==> config.mk <==
export PLATFORM = sky130hd
export DESIGN_NAME = cdc_handshake_tx
export DESIGN_NICKNAME = d
export VERILOG_FILES = /design/src/rtl/cdc_handshake_tx_pkg.sv /design/src/rtl/cdc_bit_sync_n.sv /design/src/rtl/cdc_handshake_tx.sv
export SDC_FILE = /design/constraint.sdc
export NUM_CORES = 1
export LEC_CHECK = 0
export ABC_AREA = 1
export CORE_MARGIN = 4
export CORE_UTILIZATION = 52
export CTS_CLUSTER_SIZE = 24
export DETAILED_ROUTE_END_ITERATION = 10
export DONT_BUFFER_PORTS = 1
export GPL_ROUTABILITY_DRIVEN = 0
export GPL_TIMING_DRIVEN = 0
export PLACE_DENSITY_LB_ADDON = 0.3
export SYNTH_ARGS = -nofsm -noshare
export SYNTH_HDL_FRONTEND = slang
export SYNTH_HIERARCHICAL = 1
export SYNTH_SLANG_ARGS = --single-unit
==> constraint.sdc <==
create_clock -name clk_b -period 1 [get_ports clk_b]
set_input_delay 0.2 -clock clk_b [delete_from_list [all_inputs] [get_ports clk_b]]
set_output_delay 0.2 -clock clk_b [all_outputs]
set_load 0.02 [all_outputs]
==> src/rtl/cdc_handshake_tx_pkg.sv <==
// Shared types and defaults for the B->A four-phase handshake transmitter.
package cdc_handshake_tx_pkg;

  localparam int DEF_WIDTH       = 4;
  localparam int DEF_SYNC_STAGES = 2;

  typedef enum logic [1:0] {
    IDLE    = 2'd0,
    REQ     = 2'd1,
    RELEASE = 2'd2
  } state_t;

endpackage

==> src/rtl/cdc_bit_sync_n.sv <==
// N-flop single-bit synchronizer, async active-high reset to 0.
// Latency: STAGES clock edges; no backpressure.
module cdc_bit_sync_n
  import cdc_handshake_tx_pkg::*;
#(
  parameter int STAGES = DEF_SYNC_STAGES
) (
  input  logic clk_i,
  input  logic rst_i,
  input  logic d_i,
  output logic q_o
);

  logic [STAGES-1:0] sync_q;

  always_ff @(posedge clk_i or posedge rst_i) begin
    if (rst_i) begin
      sync_q <= '0;
    end else begin
      sync_q <= {sync_q[STAGES-2:0], d_i};
    end
  end

  assign q_o = sync_q[STAGES-1];

endmodule

==> src/rtl/cdc_handshake_tx.sv <==
// Four-phase req/ack transmitter holding a word in clk_b flops while req_a crosses to domain A.
// Accept-to-req_a: 1 cycle; ready_out low from accept until the ack has been withdrawn.
module cdc_handshake_tx
  import cdc_handshake_tx_pkg::*;
#(
  parameter int WIDTH       = DEF_WIDTH,
  parameter int SYNC_STAGES = DEF_SYNC_STAGES
) (
  input  logic             clk_b,
  input  logic             rst_b,
  input  logic             valid_in,
  input  logic [WIDTH-1:0] data_in,
  output logic             ready_out,
  output logic             req_a,
  output logic [WIDTH-1:0] data_a,
  input  logic             ack_a,
  output logic             done,
  output logic [7:0]       xfer_count
);

  state_t           state_q, state_d;
  logic             ack_s;
  logic             req_q, req_d;
  logic [WIDTH-1:0] data_q, data_d;
  logic             done_q, done_d;
  logic [7:0]       cnt_q, cnt_d;

  cdc_bit_sync_n #(
    .STAGES(SYNC_STAGES)
  ) u_ack_sync (
    .clk_i(clk_b),
    .rst_i(rst_b),
    .d_i  (ack_a),
    .q_o  (ack_s)
  );

  always_ff @(posedge clk_b or posedge rst_b) begin
    if (rst_b) begin
      state_q <= IDLE;
    end else begin
      state_q <= state_d;
    end
  end

  always_comb begin
    state_d = state_q;
    case (state_q)
      IDLE:    if (valid_in && !ack_s) state_d = REQ;
      REQ:     if (ack_s)              state_d = RELEASE;
      RELEASE: if (!ack_s)             state_d = IDLE;
      default:                         state_d = IDLE;
    endcase
  end

  // A stale ack left high in IDLE blocks acceptance until it has been withdrawn.
  always_comb begin
    ready_out = 1'b0;
    req_d     = req_q;
    data_d    = data_q;
    done_d    = 1'b0;
    cnt_d     = cnt_q;
    case (state_q)
      IDLE: begin
        ready_out = !ack_s;
        if (valid_in && !ack_s) begin
          req_d  = 1'b1;
          data_d = data_in;
        end
      end
      REQ: begin
        if (ack_s) req_d = 1'b0;
      end
      RELEASE: begin
        if (!ack_s) begin
          done_d = 1'b1;
          cnt_d  = cnt_q + 8'd1;
        end
      end
      default: begin
        req_d = 1'b0;
      end
    endcase
  end

  always_ff @(posedge clk_b or posedge rst_b) begin
    if (rst_b) begin
      req_q  <= 1'b0;
      data_q <= '0;
      done_q <= 1'b0;
      cnt_q  <= 8'd0;
    end else begin
      req_q  <= req_d;
      data_q <= data_d;
      done_q <= done_d;
      cnt_q  <= cnt_d;
    end
  end

  assign req_a      = req_q;
  assign data_a     = data_q;
  assign done       = done_q;
  assign xfer_count = cnt_q;

endmodule

* Word level (Yosys, flattened, before mapping)
Index checks and enable logic that the tools add are counted.
** Storage, ports and cells
- Register bits after elaboration :: 18
- Input bits :: 8
- Output and inout bits :: 15
- Word-level logic and storage cells :: 31
** Cells by class
- Add/sub/neg operators :: 1
- Equality and inequality tests :: 5
- Mux-type cells :: 10
- Bitwise logic cells :: 2
- Reduce and logical (&&, ||, !) cells :: 7
** Operator list (count)
- adder 8 x 1 -> 8 bit, second input constant :: 1
- two-way mux 2 bit :: 3
- one-hot mux 2 bit (3 select lines) :: 1
- AND reduction 3 bit :: 2
- two-way mux 1 bit :: 5
- inequality test 2 bit, second input constant :: 2
- AND reduction 2 bit :: 2
- one-hot mux 1 bit (3 select lines) :: 1
- == test 2 x 1 -> 1 bit, second input constant :: 1
- == test 2 bit, second input constant :: 1
- logical NOT 2 bit :: 1
- inequality test 2 x 1 -> 1 bit, second input constant :: 1
- NOT 1 bit :: 2
- logical AND 1 bit :: 1
- logical NOT 1 bit :: 1

* Logic depth before layout (Yosys ltp)
- Depth after elaboration :: 4
- Depth in mapped cells :: 7
- Depth with buffers taken out :: 7

* Hierarchy
The synthesis kept the hierarchy.
** Modules (own cells, without submodules)
- cdc_handshake_tx :: times used 1, cells each 80, area each 734.5 sq um
- cdc_bit_sync_n :: times used 1, cells each 3, area each 53.8 sq um

* Worst setup path before layout
No wires, ideal clock.
- Path type :: register -> register
- Start :: register cnt_q[0], in the netlist xfer_count[0]
- End :: register cnt_q[4], in the netlist xfer_count[4]
- Library setup time :: 130 ps
- Arrival time :: 1025 ps
- Slack :: -155 ps
- Cell stages (with the launch flop) :: 6
- Path buffers :: 0
- Clock period less this slack :: 1155 ps
- Path through :: dfrtp_1 > ha_1 > nand2_1 > nor2_4 > nand2_2 > xnor2_1
** Between the ends
- Word-level cells in the longest chain between the ends :: 1
** RTL lines
- from (decl) :: RTL line cdc_handshake_tx.sv:26 : logic [7:0] cnt_q, cnt_d;
- from (signal assigned) :: RTL line cdc_handshake_tx.sv:95 : cnt_q <= cnt_d;
- adder 8 x 1 -> 8 bit :: RTL line cdc_handshake_tx.sv:76 : cnt_d = cnt_q + 8'd1;
No other way between the ends.
A chain may end at the register's enable or synchronous reset.

* Final worst setup path
- Start :: register u_ack_sync.sync_q[1]
- End :: output port ready_out
** Between the ends
- Word-level cells in the longest chain between the ends :: 2
** RTL lines
- from (decl) :: RTL line cdc_bit_sync_n.sv:14 : logic [STAGES-1:0] sync_q;
- from (signal assigned) :: RTL line cdc_bit_sync_n.sv:20 : sync_q <= {sync_q[STAGES-2:0], d_i};
- logical NOT 1 bit
- two-way mux 1 bit :: RTL line cdc_handshake_tx.sv:62 : case (state_q)
- to (decl) :: RTL line cdc_handshake_tx.sv:13 : output logic ready_out,
No other way between the ends.

==> metrics <==
Cell Chain, Critical Path inv_2, nand2_4, nor2_4; DRC violation count after routing 0; worst supply voltage drop on vdd 1400 uV; Die Ht 46.9 um; final-report max-slew violation count 0; wire per inst 14.6 um; fraction of final layout cells with drive strength greater than 1 49.5%; number of violations of the max-capacitance limit 0; instance count along the most critical hold path 2; placed cell area 835 um2; actual slew at the worst max-slew pin 0.582 ns; utilization after layout 76.4%; tightest hold margin 0.0418 ns; number of antenna violations at the first check in global routing 0; post-detailed-route via-to-cell ratio 5.32; EDFF count, synth 0; dominant register cell in the synthesized netlist dfrtp_1; beginning of the critical path u_ack_sync/sync_q[1]$_DFF_PP0_; maximum number of pins on one net before global-route repair 17; power density relative to cell area 2060 mW/mm2; most used routing layer met2; Vias 606; Sw Share 37.9%; cell-internal power 1.34 mW; main area contributors after synthesis dfrtp_1 (57%), nand2_1 (11%), inv_1 (5.7%); drt first pass iters 4; Synth Cell Area 788 um2; area leader, netlist dfrtp_1; Worst-path clk slew 0.10 ns; Sinks on Clock Net 18; critical path endpoint category output pin; launching element type of the critical path flop; run status finished with violations; vias in the first global route 578; switching power total 814 uW; Top-Level Pins 23; critical path data required time 0.80 ns; Tightest Hold Check Type input port to flop; final setup TNS -2.47 ns; period utilisation layout 128%; Layout Cells excl Fill 114; area of the core 0.00137 mm2; worst reg2reg path depth 8; Max clock buf depth 2; largest incremental delay on the critical path 0.40 ns; number of warnings printed during yosys synthesis 6; startpoint of the lowest-slack hold path data_in[1]; share of flip-flops with an asynchronous set or reset 100%; total routed wirelength 1660 um; Clock Power Share 20.1%; Setup Viol. Count Final 15; number of standard-cell rows in the floorplan 13; crit path setup slack, layout -0.277 ns; Logic pwr share 21.8%; # placed instances 98; share of synthesized area occupied by flip-flops and latches 57.1%; number of antenna diodes 0; static power due to leakage 0.531 nW; part of the total power dissipated in sequential elements 58.1%; Area Growth Syn to Fin 32.4%; cell with the biggest individual delay on the critical path dfrtp_1; storage element area 463 um2; RSZ-0062 raised after global routing yes; Root Driver clkbuf_4; Detail Placement HPWL 1070 um; number of port buffers 0; violations in the final reports negative setup slack; clock insertion delay at the later pin of the skew report 0.28 ns; start-to-end type of the worst setup path flop to output pin; remaining max-slew budget at the tightest pin 61.2%; fill count 93; number of levels in the clock H-tree 1; clock buffer count from CTS 3; post-synthesis net count 92; met3 track demand over resource 6.51%; area of the multi-input gates 370 um2; arrival time at the worst endpoint 1.08 ns; Synth Instances 83; met2 GRT Util 27.1%; initial cell density of the core 57.7%; number of nets in the final layout 109; count of unique library cells instantiated by Yosys 19; clock tree skew after final layout 0.000465 ns; GRT met1 Usage 17.9%; GRT Residual Overflow 0; post-synthesis average cell area 9.50 um2; count of routing violations after the opening detailed-route iteration 8; final hold vios 0; fmax 783 MHz; minimum clock period 1.28 ns; post-route antenna net violation count 0; first-pass GRT wire length 2380 um; Die Width 46.9 um; number of synthesized register bits 18; final cell area excluding filler cells 0.00104 mm2; Critical R2R Launch u_ack_sync/sync_q[1]$_DFF_PP0_; Die Outline Area 0.00220 mm2; Max FO, Critical Path 6; top cell types by occurrence after synthesis nand2_1 (23), dfrtp_1 (18), inv_1 (12); overall routing resource usage 16.0%; top cell type's share of synthesized area 57.1%; leading cell type by number of instances after synthesis nand2_1; TritonCTS clock tree built
==> path summary, 6_finish.rpt <==
| check | endpoint | slack, ns |
|---|---|---|
| max | ready_out | -0.28 |
| min | data_a[1]$_DFFE_PP0P_ | 0.04 |
| max reg2reg | xfer_count[5]$_DFFE_PP0P_ | -0.26 |
| min reg2reg | u_ack_sync/sync_q[1]$_DFF_PP0_ | 0.37 |
| max in group asynchronous | xfer_count[3]$_DFFE_PP0P_ | 0.17 |
| min in group asynchronous | u_ack_sync/sync_q[1]$_DFF_PP0_ | 0.21 |
==> final cells by class <==
class                      instances  area share, %
clock buffer                       4           3.48
timing repair buffer              12           9.83
inverter                          14           5.04
tap                               15           1.80
multi-input combinational         51           35.5
sequential                        18           44.4
==> timing repair <==
item                                   CTS  global route
setup endpoints to repair               13            21
setup buffers                            4             6
endpoints found under the hold margin   19             0
hold buffers                             2             0
pin swaps                                3             7
resized for setup                        6            18
==> placed cells by master, fill, tap and decap left out <==
cell type,netlist,layout
inv_2,2,3
xor2_1,2,2
buf_4,0,8
nor3_1,1,1
nand3_4,0,1
nand2_4,1,4
dlygate4sd3_1,0,2
inv_1,12,11
clkbuf_4,0,3
a22oi_2,0,1
dfrtp_1,18,8
nand3_1,8,6
nand3b_1,1,1
nand4_1,1,1
nand2_2,3,7
nand3_2,1,2
nor2_4,2,4
o21ai_2,0,1
buf_6,0,2
dfrtp_2,0,10
clkbuf_8,0,1
a21oi_2,0,1
ha_4,0,1
xnor2_1,2,2
nand2_1,23,16
==> per-stage QoR <==
step / power [mW] / worst slack, ns
after floorplan: 1.46 / -0.0746
after global placement: 1.52 / -0.148
final: 2.15 / -0.277
after detailed placement: 1.56 / -0.197
after global routing: 2.26 / -0.348
after CTS: 2.04 / -0.295
==> power groups by stage <==
| stage | Combinational (mW) | Clock [mW] | Sequential, mW |
|---|---|---|---|
| finish | 0.468 | 0.432 | 1.25 |
| global route | 0.515 | 0.475 | 1.27 |
| global placement | 0.287 | 0 | 1.24 |
| CTS | 0.360 | 0.439 | 1.24 |
| floorplan | 0.255 | 0 | 1.21 |
| detailed placement | 0.311 | 0 | 1.25 |
==> cell families (layout without fill, tap and decap cells) <==
family / count (synthesis) / after routing / synth area share (%)
and+or+nand+nor: 43 / 43 / 27.9
buffers and inverters: 14 / 30 / 6.67
DFF: 18 / 18 / 57.1
adders and majority gates: 1 / 1 / 1.59
xor gates and xnor gates: 4 / 4 / 4.45
AOI/OAI and AO/OA: 3 / 3 / 2.22
==> critical path: cells and delay by family, from the launching register on <==
kind	cells	cell delay [ns]
and+or+nand+nor	2	0.30
buffers and inverters	1	0.09
DFF	1	0.40
==> flip-flops by register name, indices dropped and copies added, names as in the netlist <==
| register | count |
|---|---|
| data_a | 4 |
| done | 1 |
| req_a | 1 |
| state_q | 2 |
| u_ack_sync/sync_q | 2 |
| xfer_count | 8 |
==> layer usage <==
layer  part of all wire, %  vias up
met2                    53       16
met4                   1.9        0
met3                   5.8        5
met5                     0        -
li1                      -      291
met1                    39      294
Power figures use the tool's default switching activity.
